**src/rtl/float_alu_pkg.sv**
```systemverilog
// Shared definitions for the float_alu arbiter slice.
//   - default requester count and WAIT watchdog length
//   - XZOUI flag bit positions within the 5-bit flag vector
//   - arbiter FSM state encoding (also exported on the debug port)
package float_alu_pkg;

  localparam int DEFAULT_NUM_REQ = 2;
  localparam int DEFAULT_TIMEOUT = 64;

  localparam int FLAG_I = 0;
  localparam int FLAG_U = 1;
  localparam int FLAG_O = 2;
  localparam int FLAG_Z = 3;
  localparam int FLAG_X = 4;

  typedef enum logic [1:0] {
    S_IDLE  = 2'd0,
    S_ISSUE = 2'd1,
    S_WAIT  = 2'd2,
    S_RESP  = 2'd3
  } arb_state_e;

endpackage

```
**src/rtl/float_alu_arbiter_rr_arbiter.sv**
```systemverilog
// rr_arbiter: combinational round-robin grant.
//   req   : request vector, one bit per requester
//   ptr   : index with highest priority this round
//   grant : one-hot winner (first set req bit at or after ptr, wrapping);
//           all zero when req is zero
module rr_arbiter #(
  parameter int N     = 2,
  parameter int PTR_W = 1
) (
  input  logic [N-1:0]     req,
  input  logic [PTR_W-1:0] ptr,
  output logic [N-1:0]     grant
);

  logic [N-1:0] upper_mask;
  logic [N-1:0] masked;
  logic [N-1:0] pick_src;

  // Bits at or above ptr. If any of those request, the lowest of them wins;
  // otherwise the search wraps and the lowest request overall wins.
  assign upper_mask = ~((N'(1) << ptr) - N'(1));
  assign masked     = req & upper_mask;
  assign pick_src   = (masked != '0) ? masked : req;
  // Isolate the lowest set bit: x & -x.
  assign grant      = pick_src & (~pick_src + N'(1));

endmodule

```
**src/rtl/float_alu_arbiter.sv**
```systemverilog
// float_alu_arbiter: shares one float_alu among NUM_REQ requesters, one
// operation in flight at a time.
//
// Handshakes (all valid/ready pairs): a transfer happens in a cycle where
// both valid and ready are high at the rising edge; valid, once raised, is
// held with its payload stable until the transfer; ready may depend
// combinationally on valid.
//
// Ports
//   clk, rst                 clock, synchronous active-high reset
//   req_valid/req_ready      per-requester request handshake
//   req_op_a/op_b/op_code    packed per-requester payload (requester 0 in LSBs)
//   req_round_mode/mode_fp   per-requester rounding mode and precision
//   rsp_valid/rsp_ready      per-requester response handshake
//   rsp_result/flags/timeout shared response payload, held until next capture
//   alu_*                    float_alu issue side and result side
//   dbg_state                current FSM state (float_alu_pkg::arb_state_e)
module float_alu_arbiter
  import float_alu_pkg::*;
#(
  parameter int NUM_REQ = DEFAULT_NUM_REQ,
  parameter int TIMEOUT = DEFAULT_TIMEOUT
) (
  input  logic                  clk,
  input  logic                  rst,
  input  logic [NUM_REQ-1:0]    req_valid,
  output logic [NUM_REQ-1:0]    req_ready,
  input  logic [NUM_REQ*32-1:0] req_op_a,
  input  logic [NUM_REQ*32-1:0] req_op_b,
  input  logic [NUM_REQ*3-1:0]  req_op_code,
  input  logic [NUM_REQ-1:0]    req_round_mode,
  input  logic [NUM_REQ-1:0]    req_mode_fp,
  output logic [NUM_REQ-1:0]    rsp_valid,
  input  logic [NUM_REQ-1:0]    rsp_ready,
  output logic [31:0]           rsp_result,
  output logic [4:0]            rsp_flags,
  output logic                  rsp_timeout,
  output logic [31:0]           alu_op_a,
  output logic [31:0]           alu_op_b,
  output logic [2:0]            alu_op_code,
  output logic                  alu_round_mode,
  output logic                  alu_mode_fp,
  output logic                  alu_start,
  output logic                  alu_ready_in,
  input  logic                  alu_ready_out,
  input  logic                  alu_valid_out,
  input  logic [31:0]           alu_result,
  input  logic [4:0]            alu_flags,
  output logic [1:0]            dbg_state
);

  localparam int PTR_W = (NUM_REQ > 1) ? $clog2(NUM_REQ) : 1;
  localparam int CNT_W = (TIMEOUT > 1) ? $clog2(TIMEOUT) : 1;
  localparam logic [PTR_W-1:0] LAST_REQ = PTR_W'(NUM_REQ - 1);
  localparam logic [CNT_W-1:0] CNT_LAST = CNT_W'(TIMEOUT - 1);

  arb_state_e       state_q, state_d;
  logic [PTR_W-1:0] rr_ptr_q, owner_q;
  logic [CNT_W-1:0] cnt_q;
  logic [31:0]      op_a_q, op_b_q;
  logic [2:0]       op_code_q;
  logic             round_q, fp_q;

  logic [NUM_REQ-1:0] grant;
  logic [PTR_W-1:0]   win_idx;
  logic [31:0]        win_a, win_b;
  logic [2:0]         win_code;
  logic               win_rm, win_fp;
  logic               accept, rsp_hs, alu_done, wd_fire;

  rr_arbiter #(.N(NUM_REQ), .PTR_W(PTR_W)) u_rr (
    .req   (req_valid),
    .ptr   (rr_ptr_q),
    .grant (grant)
  );

  // One-hot grant selects the winner's payload.
  always_comb begin
    win_idx  = '0;
    win_a    = '0;
    win_b    = '0;
    win_code = '0;
    win_rm   = 1'b0;
    win_fp   = 1'b0;
    for (int i = 0; i < NUM_REQ; i++) begin
      if (grant[i]) begin
        win_idx  = PTR_W'(i);
        win_a    = req_op_a[i*32 +: 32];
        win_b    = req_op_b[i*32 +: 32];
        win_code = req_op_code[i*3 +: 3];
        win_rm   = req_round_mode[i];
        win_fp   = req_mode_fp[i];
      end
    end
  end

  assign accept   = |(req_valid & req_ready);
  assign rsp_hs   = |(rsp_valid & rsp_ready);
  assign alu_done = (state_q == S_WAIT) && alu_valid_out;
  // A real result in the last watchdog cycle wins over the forced error.
  assign wd_fire  = (state_q == S_WAIT) && !alu_valid_out && (cnt_q == CNT_LAST);

  always_comb begin
    state_d        = state_q;
    req_ready      = '0;
    rsp_valid      = '0;
    alu_start      = 1'b0;
    alu_ready_in   = 1'b0;
    alu_op_a       = op_a_q;
    alu_op_b       = op_b_q;
    alu_op_code    = op_code_q;
    alu_round_mode = round_q;
    alu_mode_fp    = fp_q;
    dbg_state      = state_q;
    case (state_q)
      S_IDLE: begin
        // Grants are masked while reset is asserted so nothing is accepted
        // on a reset edge.
        if (alu_ready_out && !rst) req_ready = grant;
        if (accept) state_d = S_ISSUE;
      end
      S_ISSUE: begin
        alu_start = 1'b1;
        state_d   = S_WAIT;
      end
      S_WAIT: begin
        alu_ready_in = 1'b1;
        if (alu_done || wd_fire) state_d = S_RESP;
      end
      S_RESP: begin
        for (int i = 0; i < NUM_REQ; i++) rsp_valid[i] = (owner_q == PTR_W'(i));
        if (rsp_hs) state_d = S_IDLE;
      end
      default: state_d = S_IDLE;
    endcase
  end

  always_ff @(posedge clk) begin
    if (rst) begin
      state_q     <= S_IDLE;
      rr_ptr_q    <= '0;
      owner_q     <= '0;
      cnt_q       <= '0;
      op_a_q      <= '0;
      op_b_q      <= '0;
      op_code_q   <= '0;
      round_q     <= 1'b0;
      fp_q        <= 1'b0;
      rsp_result  <= '0;
      rsp_flags   <= '0;
      rsp_timeout <= 1'b0;
    end else begin
      state_q <= state_d;
      if (accept) begin
        owner_q   <= win_idx;
        op_a_q    <= win_a;
        op_b_q    <= win_b;
        op_code_q <= win_code;
        round_q   <= win_rm;
        fp_q      <= win_fp;
      end
      // Counter is zero on the first WAIT cycle.
      if (state_q == S_ISSUE) cnt_q <= '0;
      else if (state_q == S_WAIT) cnt_q <= cnt_q + CNT_W'(1);
      if (alu_done) begin
        rsp_result  <= alu_result;
        rsp_flags   <= alu_flags;
        rsp_timeout <= 1'b0;
      end else if (wd_fire) begin
        rsp_result  <= '0;
        rsp_flags   <= 5'(1) << FLAG_I;
        rsp_timeout <= 1'b1;
      end
      if ((state_q == S_RESP) && rsp_hs)
        rr_ptr_q <= (owner_q == LAST_REQ) ? '0 : owner_q + PTR_W'(1);
    end
  end

endmodule
```
**config.mk**
```make
export PLATFORM = sky130hd
export DESIGN_NAME = float_alu_arbiter
export DESIGN_NICKNAME = d
export VERILOG_FILES = /design/src/rtl/float_alu_pkg.sv /design/src/rtl/float_alu_arbiter_rr_arbiter.sv /design/src/rtl/float_alu_arbiter.sv
export SDC_FILE = /design/constraint.sdc
export NUM_CORES = 1
export LEC_CHECK = 0
export BUFFER_PORTS_ARGS = -buffer_cell sky130_fd_sc_hd__buf_2
export CELL_PAD_IN_SITES_DETAIL_PLACEMENT = 1
export CELL_PAD_IN_SITES_GLOBAL_PLACEMENT = 1
export CORE_MARGIN = 2
export CORE_UTILIZATION = 27
export CTS_BUF_LIST = sky130_fd_sc_hd__clkbuf_8
export CTS_CLUSTER_DIAMETER = 40
export CTS_CLUSTER_SIZE = 28
export DETAILED_ROUTE_END_ITERATION = 10
export PLACE_DENSITY = 0.85
export SLEW_MARGIN = 0
export SYNTH_ARGS = -nofsm -noshare
export SYNTH_HDL_FRONTEND = slang
export SYNTH_SLANG_ARGS = --single-unit
```
**constraint.sdc**
```tcl
create_clock -name clk -period 1.56 [get_ports clk]
set_input_delay 0.312 -clock clk [delete_from_list [all_inputs] [get_ports clk]]
set_output_delay 0.312 -clock clk [all_outputs]
set_load 0.02 [all_outputs]
```
### After elaboration in Yosys (flattened, before gate mapping)

Cells that the tools add are included.

| word-level totals | value |
|---|---|
| bits of input ports | 183 |
| output and inout port bits | 115 |
| word-level logic and storage cells | 73 |
| register bits after elaboration | 117 |

| operators by class | value |
|---|---|
| $add $sub $neg | 4 |
| reductions and logical operators | 16 |
| eq/ne operators | 7 |
| shift-type cells | 1 |
| bitwise logic cells | 7 |
| muxes and demuxes | 26 |

Operator list:

| kind | count |
|---|---|
| $mux 32 | 6 |
| $mux 2 | 7 |
| $mux 5 | 2 |
| $and 2x2->2 | 4 |
| $mux 1 | 8 |
| $pmux 2 s4 | 1 |
| $reduce_or 2->1 | 4 |
| $add 6x1->6 const B | 1 |
| $eq 6x6->1 const B | 1 |
| $mux 3 | 2 |
| $logic_and 1x1->1 | 5 |
| $eq 2x2->1 const B | 2 |
| $ne 2x2->1 const B | 2 |
| $not 2->2 | 2 |
| $reduce_bool 2->1 | 2 |
| $reduce_and 3->1 | 1 |
| $add 2x1->2 const B | 1 |
| $eq 2x1->1 const B | 1 |
| $logic_not 1->1 | 2 |
| $logic_not 2->1 | 1 |
| $ne 2x1->1 const B | 1 |
| $shl 1x1->2 const A | 1 |
| $sub 2x2->2 const B | 1 |
| $add 1x1->1 const B | 1 |
| 2 further kinds | 2 |

### Depth between registers and ports, before layout

Gate-level depths: netlist of run 1.

| logic depth | value |
|---|---|
| depth in word-level cells | 15 |
| mapped depth | 9 |
| depth with buffers taken out | 6 |

### Cells and area by module

Synthesis of run 1 repeated with hierarchy kept, for this count alone.

| unflattened totals | value |
|---|---|
| cell total of the unflattened synthesis | 515 |
| area total of the unflattened synthesis | 5034.8 µm² |

By module, submodules not included:

| module | sequential area each (µm²) | area an instance (µm²) | instances | cells an instance |
|---|---|---|---|---|
| float_alu_arbiter | 2342.2 | 5016.1 | 1 | 512 |
| rr_arbiter | 0.0 | 18.8 | 1 | 3 |

### Least setup slack after synthesis of run 1

No wires, ideal clock.

| timing | value |
|---|---|
| path type | reg-to-reg |
| start point | register state_q[1] (netlist: dbg_state[1]) |
| end point | register rsp_flags[1] |
| data required time | 1432 ps |
| buffers on the path | 3 |
| clock period less this slack | 2043 ps |
| library setup time | 128 ps |
| path slack | -483 ps |
| arrival | 1916 ps |
| stages on the path, launching flop included | 9 |
| cell sequence | dfxtp_1 ha_1 buf_4 nand4_1 o31a_1 buf_2 buf_2 a22oi_1 nor2_1 |

| between the ends | value |
|---|---|
| longest elaborated chain between the ends | 4 |
| elaborated cells on any way between the ends | 6 |
| those cells by class | eq/ne (1); mux (1); reduce/logical (4) |

Ends and longest elaborated chain:

| what | line | text |
|---|---|---|
| start: declaration | float_alu_arbiter.sv:57 | `arb_state_e state_q, state_d;` |
| start signal: assignment | float_alu_arbiter.sv:153 | `state_q <= state_d;` |
| $eq 2x2->1 (*) | float_alu_arbiter.sv:99, float_alu_arbiter.sv:101 |  |
| $logic_and 1x1->1 (2 in a row) | float_alu_arbiter.sv:101 | `assign wd_fire = (state_q == S_WAIT) && !alu_valid_out && (cnt_q == CNT_LAST);` |
| $reduce_bool 2->1 (no line) | - |  |
| end signal: assignment | float_alu_arbiter.sv:167 | `rsp_flags <= alu_flags;` |
| end signal: assignment | float_alu_arbiter.sv:171 | `rsp_flags <= 5'(1) << FLAG_I;` |
| end: declaration | float_alu_arbiter.sv:36 | `output logic [4:0] rsp_flags,` |

Mark *: on every way between the ends. The rest lies on a longest branch, timed or not.
A chain may end at the register's enable or synchronous reset.

### Final worst setup path of run 1

| timing | value |
|---|---|
| start point | register state_q[1] (netlist: dbg_state[1]) |
| end point | register rsp_result[13] |

| between the ends | value |
|---|---|
| longest elaborated chain between the ends | 4 |
| elaborated cells on any way between the ends | 6 |
| those cells by class | eq/ne (1); mux (1); reduce/logical (4) |

Ends and longest elaborated chain:

| what | line | text |
|---|---|---|
| $eq 2x2->1 (*) | float_alu_arbiter.sv:99, float_alu_arbiter.sv:101 |  |
| $logic_and 1x1->1 (2 in a row) | float_alu_arbiter.sv:101 |  |
| $reduce_bool 2->1 (no line) | - |  |
| end signal: assignment | float_alu_arbiter.sv:166 | `rsp_result <= alu_result;` |
| end: declaration | float_alu_arbiter.sv:35 | `output logic [31:0] rsp_result,` |

Marked as above.

==> results summary, run 1 <==
The flow ran to the end, but the final reports show violations. The final reports fail on setup timing. For this run the aggregate overflow at the end of global routing stands at 0. The largest buffer count on any clock path is 2.

STA classifies the critical path startpoint as a register. The number of optimization iterations in the first detailed-route pass is 4. Entering global routing, the biggest net connects 90 pins. The post-placement cell count is roughly 1000.

The part of the Yosys area used for sequential elements is 0.502. The fraction of registers with async set/reset is 0. The overall fraction of global-route tracks in use is 0.209. The distinct cell type count of the synthesized netlist came out at 32. The number of buffers created by CTS came out at 17. The core region is between 15000 and 20000 µm². The share of Yosys cell area claimed by the top area cell type is 0.502. Of the total power, the share spent switching nets is 0.363. After the flow finishes, the layout carries non-filler instances totaling 1073. The portion of total power attributed to the clock network is 0.262. The via total after detailed routing is ~5500. The number of remaining DRC errors is 0. The overall die height came out at approximately 140 µm. The largest fanout on the critical path came out at 7.

The placement-stage worst setup slack came out at -0.236 ns. The most critical setup path has its startpoint at dbg_state[1]. The worst setup path is captured at a register. The number of global-route vias before repair came out at around 5500. Of the cells placed in the final design, the portion with a size suffix greater than 1 is 0.690. The sequential share of power is 0.325. The overall routed net length came out at around 21000 µm.

The first-pass GRT wire length came out at approximately 30000 µm. Setup repair after global routing could not meet its margin everywhere. The maximum VDD drop came out at approximately 0.5 mV. The max-slew violation count is 0. The net count after synthesis came out at between 700 and 800. The mean number of vias per cell is between 5 and 6. between 200 and 300 I/O pins were placed. TritonCTS built the clock tree. The starting density of the core is 0.272. The count of nets left with antenna violations after detail routing came out at 0. At the end of routability-driven placement, the weighted congestion stood at 0.733. In this run the most critical hold path is launched from alu_result[20]. A synthesized cell averages roughly 9.1 µm².

The detailed router finished its first iteration with ~180 violations. The cell taking the most area after synthesis is dfxtp_1. The post-route total power is 11.5 mW.

The critical path data required time is 1.87 ns. After floorplanning, the core was divided into 48 placement rows. The reported max-cap violation count came out at 0. The number of clock sinks is ~120. By startpoint and endpoint, the worst setup path is classified as reg2reg. In this run the clock root is driven by a clkbuf_8. Derived from the worst setup path, the maximum achievable clock frequency is roughly 560 MHz. After detailed routing, the average wire length per cell comes to between 15 and 20 µm.

Of the total power, combinational logic draws 0.413. The portion of the clock cycle consumed by the worst path in the final layout came out at 1.14. From synthesis to final layout, the design area changed by 85.5%. The worst setup margin came out at -0.223 ns. The leakage power figure is roughly 3.9 nW.

The number of buffer cells added on primary ports is just under 300. Setup violations remaining at the end of the flow were counted as between 100 and 150. The netlist area before placement came out at ~4700 µm².

For the worst setup path, the data arrival time is about 2.1 ns. The post-route minimum period is 1.78 ns. During synthesis, Yosys emitted a total of 0 warnings. The number of nets in the finished design came out at about 1000. The total power per unit cell area came out at approximately 1300 nW/µm². After synthesis, the cell types taking the most area are dfxtp_1, a221oi_1, nor2_1. The hold buffer count at CTS came out at 0.

The latest clock arrival within the worst-skew pair is approximately 0.44 ns. The type of the most critical hold path is in2reg. The chip width came out at approximately 140 µm.

In this run, synthesis inferred 0 flip-flops with an integrated enable. Detailed placement finished with a half-perimeter wire length of 13000 µm. The worst max-slew margin expressed relative to the limit is 0.664. The startpoint identified for the worst register-to-register timing path is dbg_state[1]. The count of endpoints failing hold in the final timing report came out at 0. In this run the number of H-tree levels came out at 4.

The repair_antennas step left the layout with diodes totalling 0. The count of state elements after synthesis came out at about 120. Internal power comes to 7.32 mW. The initial antenna violation count is 1.

At the pin with the least slew margin, the transition time is roughly 0.5 ns. The final clock skew is around 0.014 ns. The area enclosed by the die boundary is around 18000 µm². The clock-pin slew on the worst setup and hold paths is ~0.07 ns. The number of instances in the synthesized netlist is approximately 500. The dominant register cell in the synthesized netlist is dfxtp_1. The switching power summed over all nets came out at 4.18 mW.
synth_stat cells, types with 3 or more instances:
master    count
a21oi_1       5
a221oi_1     60
a221oi_2     10
a22oi_1      36
buf_1         3
buf_2        11
clkbuf_1     34
dfxtp_1     117
ha_1          5
inv_1         6
mux2i_1       3
nand2_1       7
nand2b_1      4
nor2_1      115
nor3_1       71
flip-flops by register name, indices dropped and copies added, names as in the netlist:
| register | count |
|---|---|
| rsp_flags | 5 |
| rsp_timeout | 1 |
| cnt_q | 6 |
| alu_mode_fp | 1 |
| rr_ptr_q | 1 |
| alu_op_b | 32 |
| owner_q | 1 |
| alu_op_code | 3 |
| dbg_state | 2 |
| rsp_result | 32 |
| alu_round_mode | 1 |
| alu_op_a | 32 |
timing repair:
item | in CTS | in global routing
pin swaps | 64 | 56
endpoints found under the setup margin | 114 | 116
hold endpoints to repair | 0 | 0
setup buffers | 18 | 8
cloned | 11 | 2
gates resized for setup | 70 | 163
worst paths after layout:
kind / to / depth (start not counted) / slack (ns)
worst max-delay path: rsp_result[13] / 7 / -0.22
worst min-delay path: rsp_result[20] / 3 / 0.12
worst max register to register: rsp_result[13] / 7 / -0.22
worst min register to register: alu_op_a[15] / 2 / 0.49
metrics by stage:
step,hold WS [ns],area [µm²],util,TNS (ns)
2_1_floorplan,0.453,4880,-,-14.58
5_1_grt,0.111,8650,0.505,-23.44
3_5_place_dp,0.467,6750,0.394,-13.75
4_1_cts,0.103,7930,0.463,-12.81
3_3_place_gp,0.465,6750,0.394,-8.29
6_report,0.124,8650,0.505,-14.77
cells by family (layout without fill, tap and decap cells):
logic type	after synthesis	count (layout)	synth area share
simple gates	209	209	0.199
compound gates	119	119	0.221
flops	117	117	0.502
buf+inv	57	392	0.0529
fa+ha+maj	5	5	0.0134
xor+xnor	3	3	0.00564
mux	3	3	0.00644
layout by cell type (no fill, tap or decap), drive strengths merged, types with 3 or more instances in the layout:
cell type    n
dfxtp      117
mux2i        3
ha           5
clkinv       4
nor2       116
a221oi      70
buf        353
nand2b       4
or2          3
clkbuf      20
nand2        7
bufinv       4
nor3        71
a21oi        5
a22oi       36
inv          9
routing by layer:
metal | track usage | vias up | part of all wire | wire [µm]
li1 | - | 2537 | - | -
met1 | 0.236 | 2655 | 0.38 | 8120
met2 | 0.377 | 239 | 0.53 | 11100
met3 | 0.0557 | 37 | 0.065 | 1380
met4 | 0.0764 | 0 | 0.025 | 535
met5 | 0 | - | 0 | 0
layout make-up:
type | instances | area, µm²
Clock buffer | 18 | 248
Multi-Input combinational cell | 339 | 3130
Sequential cell | 117 | 2350
Inverter | 6 | 27.5
Timing Repair Buffer | 355 | 2450
Tap cell | 225 | 282
Clock inverter | 13 | 166
Fill cell | 1945 | 8470
power groups by stage:
stage	sequential, mW	combinational, mW	clock, mW
after CTS	3.65	4.17	3.07
after global placement	3.68	3.20	0
after detailed placement	3.70	3.28	0
after floorplan	4.17	1.53	0
final	3.74	4.75	3.01
after global routing	3.78	5.07	3.20
critical path: stages (launching register included):
cell and delay (ns):
dfxtp_4 0.36, buf_6 0.13, ha_4 0.15, nand4_1 0.15, o31a_4 0.46, clkbuf_16 0.20
a22oi_2 0.13, nor2_1 0.07
(Power assumes the default switching activity.)
==> inputs of run 2 (changes only) <==
--- a/config.mk
+++ b/config.mk
@@ -8,6 +8,7 @@
 export BUFFER_PORTS_ARGS = -buffer_cell sky130_fd_sc_hd__buf_2
 export CELL_PAD_IN_SITES_DETAIL_PLACEMENT = 1
 export CELL_PAD_IN_SITES_GLOBAL_PLACEMENT = 1
+export CORE_ASPECT_RATIO = 2
 export CORE_MARGIN = 2
 export CORE_UTILIZATION = 27
 export CTS_BUF_LIST = sky130_fd_sc_hd__clkbuf_8
==> run 2 against run 1 <==
The flow still finishes with violations (setup timing). Critical path depth rose by 1. Final area rose by 10%. Non-clock buffer count rose by 19. Wire length rose by 33%. Sequential share of layout area fell by 2.5 points. Worst setup slack got worse by 0.079 ns. Core utilization rose by 5.2 points. Combinational power rose by 20%.
==> results summary, run 2 (synthesis gave the netlist of run 1 again) <==
The flow ran to the end, but the final reports show violations. In this run the clock root is driven by a clkbuf_8. The mean number of vias per cell came out at 5.46 (+7.1%). The logic gate share of total power is 0.450 (+0.037). Leaving out fill and tap cells, the most frequent cells in the layout are buf_2, dfxtp_1, nor2_1.

The leakage power figure is 4.18 nW (+8.3%). The number of design-rule violations left by the first detailed-router iteration was 176 (-2.8%). The overall routed net length came to 28200 µm (+33%). The final reports fail on setup timing.

The overall die height came out at 190 µm (+40%). The hold buffer count at CTS came out at 0 (unchanged). The capturing point of the worst reg2reg path is rsp_result[4]. The number of buffer and inverter instances along the worst setup path was 3 (+1). The data arrival time of the critical path is 2.17 ns (+0.08 ns).

The worst setup path is captured at a register. The latest clock arrival within the worst-skew pair came out at 0.45 ns (about the same). The total number of placement rows is 68 (+42%).

The switching power summed over all nets is 4.88 mW (+17%). The cell area after layout came out at 9540 µm² (+10%). The count of endpoints failing hold in the final timing report came to 0 (unchanged). The number of fill cells is 1791 (-7.9%). The critical path data required time is 1.87 ns (about the same). The post-route minimum period is 1.86 ns (+0.0792 ns).

The actual transition at the worst max-transition pin was 0.544 ns (+0.0454 ns). Walking the worst path, the cells encountered are inv_4, buf_6, ha_4, nand4_1, o31a_4, buf_12, a22oi_2, nor2_1. The number of cell instances on the worst register-to-register path came out at 8 (+1).

The standard cell area after detailed placement is 6700 µm² (-0.65%). The most frequent standard cell in the layout excluding fill and tap cells is buf_2. The number of global-route vias before repair was 6313 (+14%). The maximum VDD drop is 0.707 mV (+38%). The final setup violation count was 116 (+1.8%). Setup repair after global routing could not meet its margin everywhere. The cell internal power dissipation came out at 7.83 mW (+7.0%). The layout overhead on the synthesized area is 105%. On the critical path, the stage with the largest delay is an instance of o31a_4. The via total after detailed routing is 5908 (+8.0%). The worst setup margin was -0.303 ns (-0.0792 ns). The number of remaining DRC errors came out at 0 (unchanged). The reported max-cap violation count came out at 0 (unchanged). The initial antenna violation count is 2 (+1). The placement-stage worst setup slack came out at -0.202 ns (+0.0342 ns). The portion of total power attributed to the clock network is 0.253 (-0.009). STA classifies the critical path startpoint as a register. The largest fanout on the critical path was 6 (-1).

The maximum clock rate is 537 MHz (-4.3%). The area enclosed by the die boundary came to 18400 µm² (+0.34%). The first-pass GRT wire length came out at 36300 µm (+23%). The path with the worst hold slack has its endpoint at rsp_result[21]. The wire length per cell came out at 26.1 µm (+32%). The share of post-route cells with drive strength above 1 is 0.738 (+0.0481). The chip width is 96.9 µm (-28%). The final clock skew came to 0.0200 ns (+0.00625 ns). The worst min-delay path startpoint is alu_result[21]. The number of buffer cells added on primary ports came out at 297 (unchanged).

The total power per unit cell area was 1330 nW/µm² (+0.26%). The starting density of the core came out at 0.273 (about the same). The maximum cell stage delay along the critical path came to 0.46 ns (about the same). TritonCTS built the clock tree. The number of buffers created by CTS is 17 (unchanged). The type of the most critical hold path is in2reg. The H-tree depth reported by CTS came out at 4 (unchanged). The worst register-to-register path begins at dbg_state[0].

The area used by multi-input combinational logic is 3700 µm² (+18%). The number of nets in the finished design came out at 1045 (+2.1%). The max-slew violation count came out at 0 (unchanged). The top-level port count came out at 298 (unchanged). The cell depth of the worst min-delay path is 3 (unchanged).

The sequential share of power is 0.297 (-0.028). The aggregate global routing overflow is 0 (unchanged). The worst-case register-to-register setup slack is -0.30 ns (-0.08 ns). The count of nets left with antenna violations after detail routing came to 0 (unchanged).

The core area came to 17100 µm² (about the same). The placer's final routability congestion estimate is 0.822 (+12%). The switching part of the total was 0.384 (+0.0206).

The pin count of the biggest net entering global routing came out at 71 (-21%). The footprint of the flip-flops and latches is 2350 µm² (unchanged). The worst max-slew margin expressed relative to the limit was 0.637 (-0.0267). The largest buffer count on any clock path came out at 2 (unchanged). The final HPWL from detailed placement is 14200 µm (+9.8%). The overall fraction of global-route tracks in use came out at 0.258 (+0.0487). The portion of the clock cycle consumed by the worst path in the final layout is 1.19 (+0.0508). The number of optimization iterations in the first detailed-route pass is 5 (+1). The cell family with the largest share of critical-path delay is compound AO/OA/AOI/OAI gates.

The clock-pin slew on the worst setup and hold paths is 0.08 ns (about the same). The number of clock sinks is 117 (unchanged). By startpoint and endpoint, the worst setup path is classified as reg2reg.
==> run 2: changes by cell type in the layout (fill, tap and decap cells not counted), moves of 5 or more <==
cell,change
a221oi_4,+32
a221oi_1,-23
buf_6,+11
a221oi_2,-9
clkbuf_16,+6
buf_4,+5
nor3_1,-5
nor3_2,+5
==> run 2: worst max-delay path by stage <==
stage,cells after the start,endpoint,from,slack [ns]
final,8,rsp_result[4],dbg_state[0],-0.30
after global routing,11,alu_op_a[24],dbg_state[1],-0.37
after CTS,6,req_ready[1],dbg_state[1],-0.24
after detailed placement,7,alu_op_b[3],dbg_state[1],-0.20
after global placement,7,alu_op_a[11],dbg_state[1],-0.13
after floorplan,9,rsp_flags[1],dbg_state[0],-0.17
==> run 2: layer usage <==
metal  wire length, µm  global-route usage  up-vias
met4              1660               0.148        2
met3              2170              0.0845       89
met1              9310               0.246     2836
met5                19                   0        -
li1                  -                   -     2609
met2             15100               0.476      372
==> run 2: power by group through the flow <==
| stage | registers (mW) | logic [mW] | clock network (mW) |
|---|---|---|---|
| 2_1_floorplan | 4.17 | 1.53 | 0 |
| 3_3_place_gp | 3.68 | 3.20 | 0 |
| 3_5_place_dp | 3.71 | 3.30 | 0 |
| 4_1_cts | 3.66 | 4.55 | 3.28 |
| 5_1_grt | 3.81 | 6.01 | 3.44 |
| 6_report | 3.78 | 5.72 | 3.22 |
==> run 2: metrics by stage <==
step           TNS, ns  utilization  instances  total power, mW  hold WS [ns]
6_report        -22.30        0.558       1082             12.7         0.128
5_1_grt         -29.18        0.558       1081             13.3         0.111
4_1_cts         -19.22        0.479       1068             11.5        0.0915
3_5_place_dp    -14.88        0.392        997             7.01         0.439
3_3_place_gp    -10.34        0.392        997             6.88         0.437
2_1_floorplan   -14.58            -        513             5.70         0.453
==> run 2: area by class of cell <==
type                       instances  share of cell area
tap                              210              0.0276
timing repair buffer             374               0.287
inverter                           6             0.00289
sequential                       117               0.247
clock inverter                    12              0.0182
antenna                            2            0.000525
multi-input combinational        341               0.388
clock buffer                      20              0.0289
==> run 2: worst register-to-register path, stage by stage, from the launching register on <==
cell	delay, ns
dfxtp_4	0.35
inv_4	0.06
buf_6	0.11
ha_4	0.14
nand4_1	0.14
o31a_4	0.46
buf_12	0.18
a22oi_2	0.22
nor2_1	0.07
==> run 2: repair_timing <==
item                                    CTS  global route
resized for setup                        83           240
endpoints found under the setup margin  114           118
pin swaps                                18            73
setup buffers                            22            15
gates cloned                             17            13
==> inputs of run 3 (changes only) <==
--- a/config.mk
+++ b/config.mk
@@ -10,12 +10,12 @@
 export CELL_PAD_IN_SITES_GLOBAL_PLACEMENT = 1
 export CORE_ASPECT_RATIO = 2
 export CORE_MARGIN = 2
-export CORE_UTILIZATION = 27
+export CORE_UTILIZATION = 33
 export CTS_BUF_LIST = sky130_fd_sc_hd__clkbuf_8
 export CTS_CLUSTER_DIAMETER = 40
 export CTS_CLUSTER_SIZE = 28
 export DETAILED_ROUTE_END_ITERATION = 10
-export PLACE_DENSITY = 0.85
+export PLACE_DENSITY = 0.95
 export SLEW_MARGIN = 0
 export SYNTH_ARGS = -nofsm -noshare
 export SYNTH_HDL_FRONTEND = slang
==> constraint.sdc (replaced) <==
create_clock -name clk -period 2.2 [get_ports clk]
set_input_delay 0.44 -clock clk [delete_from_list [all_inputs] [get_ports clk]]
set_output_delay 0.44 -clock clk [all_outputs]
set_load 0.02 [all_outputs]
==> run 3 against run 2 <==
The flow now finishes without violations. Final cell count shrank 8.3%. Combinational power shrank 64%. Core utilization shrank 6.9 points. Final area shrank 29%. Clock power shrank 25%. Register-to-register slack gained 0.55 ns. First-iteration DRC count shrank 5.7%. Via count shrank 13%. Die area shrank 18%. Clock skew shrank 0.0030 ns. Worst hold slack gained 0.14 ns. Global-route usage shrank 3.4 points. Critical path type is now reg2out. Highest routed layer is now met4.
==> results summary, run 3 (synthesis gave the netlist of run 1 again) <==
The chip width is 88.1 µm (-9.2%). The library cell used most frequently in the layout, excluding fill and tap cells, is buf_2. The wire length per cell is 17.8 µm (-32%). The first-pass GRT wire length is 26100 µm (-28%). The library cells used most frequently in the layout, excluding fill and tap cells, are buf_2, dfxtp_1, nor2_1. The worst max-slew margin expressed relative to the limit was 0.534 (-0.103). The max-slew violation count came out at 0 (unchanged). In this run the worst hold path is classified as in2reg. The cell family with the largest share of critical-path delay is flip-flops. The cell area after layout is 6790 µm² (-29%). The master cell of the clock root buffer is clkbuf_8. The switching power summed over all nets came to 2.40 mW (-51%).

The total power per unit cell area is 1040 nW/µm² (-22%). The number of remaining DRC errors is 0 (unchanged). The post-placement cell count is 960 (-3.7%). Static timing analysis puts the maximum clock frequency at ~480 MHz. The via total after detailed routing is 5160 (-13%). The slowest stage of the critical path is the dfxtp_1 cell. The number of global-route vias before repair is 5313 (-16%).

The startpoint kind of the worst setup timing path is a register. The layout overhead on the synthesized area is 45.5%. STA classifies the critical path endpoint as an output pin.

The leakage power figure was 3.16 nW (-24%). The reported max-cap violation count came out at 0 (unchanged). The post-route minimum period came out at 2.07 ns. The starting density of the core is 0.336 (+0.0630). The overall fraction of global-route tracks in use was 0.224 (-0.0339).

The share of post-route cells with drive strength above 1 came out at 0.447 (-0.291). The final HPWL from detailed placement is 13300 µm (-6.3%). The number of buffer and inverter instances along the worst setup path came out at 2 (-1). The post-route total power is 7.03 mW (-45%).

The core area came out at 13900 µm² (-19%). The number of diodes added for antenna fixing came out at 0 (-2). The critical path goes through inv_1, ha_2, nand3b_4, nor2_1, buf_2.

The sequential share of power was 0.365 (+0.068). The worst-case register-to-register setup slack is 0.25 ns (+0.55 ns). The latest clock arrival within the worst-skew pair came out at 0.42 ns (-0.03 ns). The worst setup path is of the reg2out kind. The largest buffer count on any clock path was 2 (unchanged).

Setup repair after global routing left no endpoint under its margin. The largest fanout on the critical path came to 4 (-2). The filler-free cell count of the finished design was 992 (-8.3%). The maximum cell stage delay along the critical path is 0.35 ns (-0.11 ns). The final clock skew is 0.0170 ns (-0.00301 ns).

The overall die height came to 172 µm (-9.3%). The top-level port count is 298 (unchanged). The number of buffers inserted by post-CTS setup repair came to 0 (-100%). The final setup violation count is 0 (-100%). The portion of the clock cycle consumed by the worst path in the final layout is 0.941. The actual transition at the worst max-transition pin came out at 0.699 ns (+0.155 ns). The clock-pin slew on the worst setup and hold paths came out at 0.08 ns (about the same). The count of endpoints failing hold in the final timing report is 0 (unchanged). The data arrival time of the critical path came out at 1.63 ns (-0.54 ns). The number of optimization iterations in the first detailed-route pass came out at 4 (-1). The switching part of the total is 0.342 (-0.0425). The H-tree depth reported by CTS is 4 (unchanged). The pin count of the biggest net entering global routing is 70 (-1.4%). The portion of total power attributed to the clock network is 0.343 (+0.090). The initial antenna violation count came out at 0 (-2). The final cell utilization of the core was 0.489 (-0.0691). The maximum VDD drop came out at 0.535 mV (-24%).

The placement-stage worst setup slack came out at 0.246 ns (+0.448 ns). The worst setup margin came out at 0.130 ns (+0.433 ns). The flow ran to the end, and the final reports show no timing, DRC or antenna violations.

The number of buffers created by CTS was 17 (unchanged). The count of nets left with antenna violations after detail routing came out at 0 (unchanged). The area enclosed by the die boundary was 15200 µm² (-18%). The worst hold margin came out at 0.267 ns (+0.139 ns).

The number of clock sinks was 117 (unchanged). The number of buffer cells added on primary ports came out at 297 (unchanged). The logic gate share of total power came out at 0.291 (-0.159). The cell internal power dissipation came out at 4.63 mW (-41%).

The critical path data required time came out at 1.76 ns (-0.11 ns). TritonCTS built the clock tree. The mean number of vias per cell came to 5.20 (-4.7%). The number of nets in the finished design came to 978 (-6.4%). The aggregate global routing overflow is 0 (unchanged). The overall routed net length is 17600 µm (-38%).

The accumulated negative setup slack came to 0 ns (+22.30 ns). The total number of placement rows was 61 (-10%). The hold buffer count at CTS came out at 0 (unchanged). The number of design-rule violations left by the first detailed-router iteration came out at 166 (-5.7%). The placer's final routability congestion estimate came out at 0.788 (-4.2%). The standard cell area after detailed placement is 6290 µm² (-6.1%).
[run 3: cell types whose count changed in the layout (fill, tap and decap cells not counted), sizes merged]
cell      previous run  this run
bufinv               4         6
or2                  5         3
clkinv               3         5
clkbuf              28        17
inv                  8         9
diode                2         0
clkinvlp             3         1
buf                366       309
[run 3: area by class of cell]
class | instances | area [µm²]
fillers | 1751 | 7100
flip-flops and latches | 117 | 2340
multi-input cells | 339 | 2110
repair buffers | 309 | 1590
clock inverters | 15 | 253
well taps | 189 | 236
clock buffers | 17 | 234
inverters | 6 | 22.5
[run 3: tightest hold or removal path: cells and delay by family]
| family | cells | cell delay (ns) |
|---|---|---|
| AO/OA/AOI/OAI | 1 | 0.06 |
| AND/OR/NAND/NOR | 1 | 0.08 |
| buffers and inverters | 1 | 0.08 |
[run 3: what timing repair did]
action / CTS / global route
gates resized for setup: 0 / 2
endpoints found under the setup margin: 0 / 2
hold endpoints to repair: 0 / 0
[run 3: worst paths after layout]
check | startpoint | endpoint | cells after the start
min reg2reg | rsp_flags[0] | rsp_flags[0] | 2
min | alu_result[0] | rsp_result[0] | 3
max | dbg_state[0] | req_ready[0] | 5
max reg2reg | dbg_state[0] | alu_op_code[1] | 7
[run 3: per-layer routing]
metal	GRT usage	share of wire	up-vias
met1	0.206	0.34	2439
li1	-	-	2437
met4	0.103	0.037	0
met2	0.435	0.55	241
met3	0.0611	0.072	43
met5	0	0	-
[run 3: power groups by stage]
stage | sequential, mW | clock [mW] | combinational, mW
6_report | 2.57 | 2.41 | 2.05
5_1_grt | 2.61 | 2.56 | 2.24
4_1_cts | 2.57 | 2.48 | 2.06
3_5_place_dp | 2.62 | 0 | 2.06
3_3_place_gp | 2.60 | 0 | 1.99
2_1_floorplan | 2.93 | 0 | 0.971
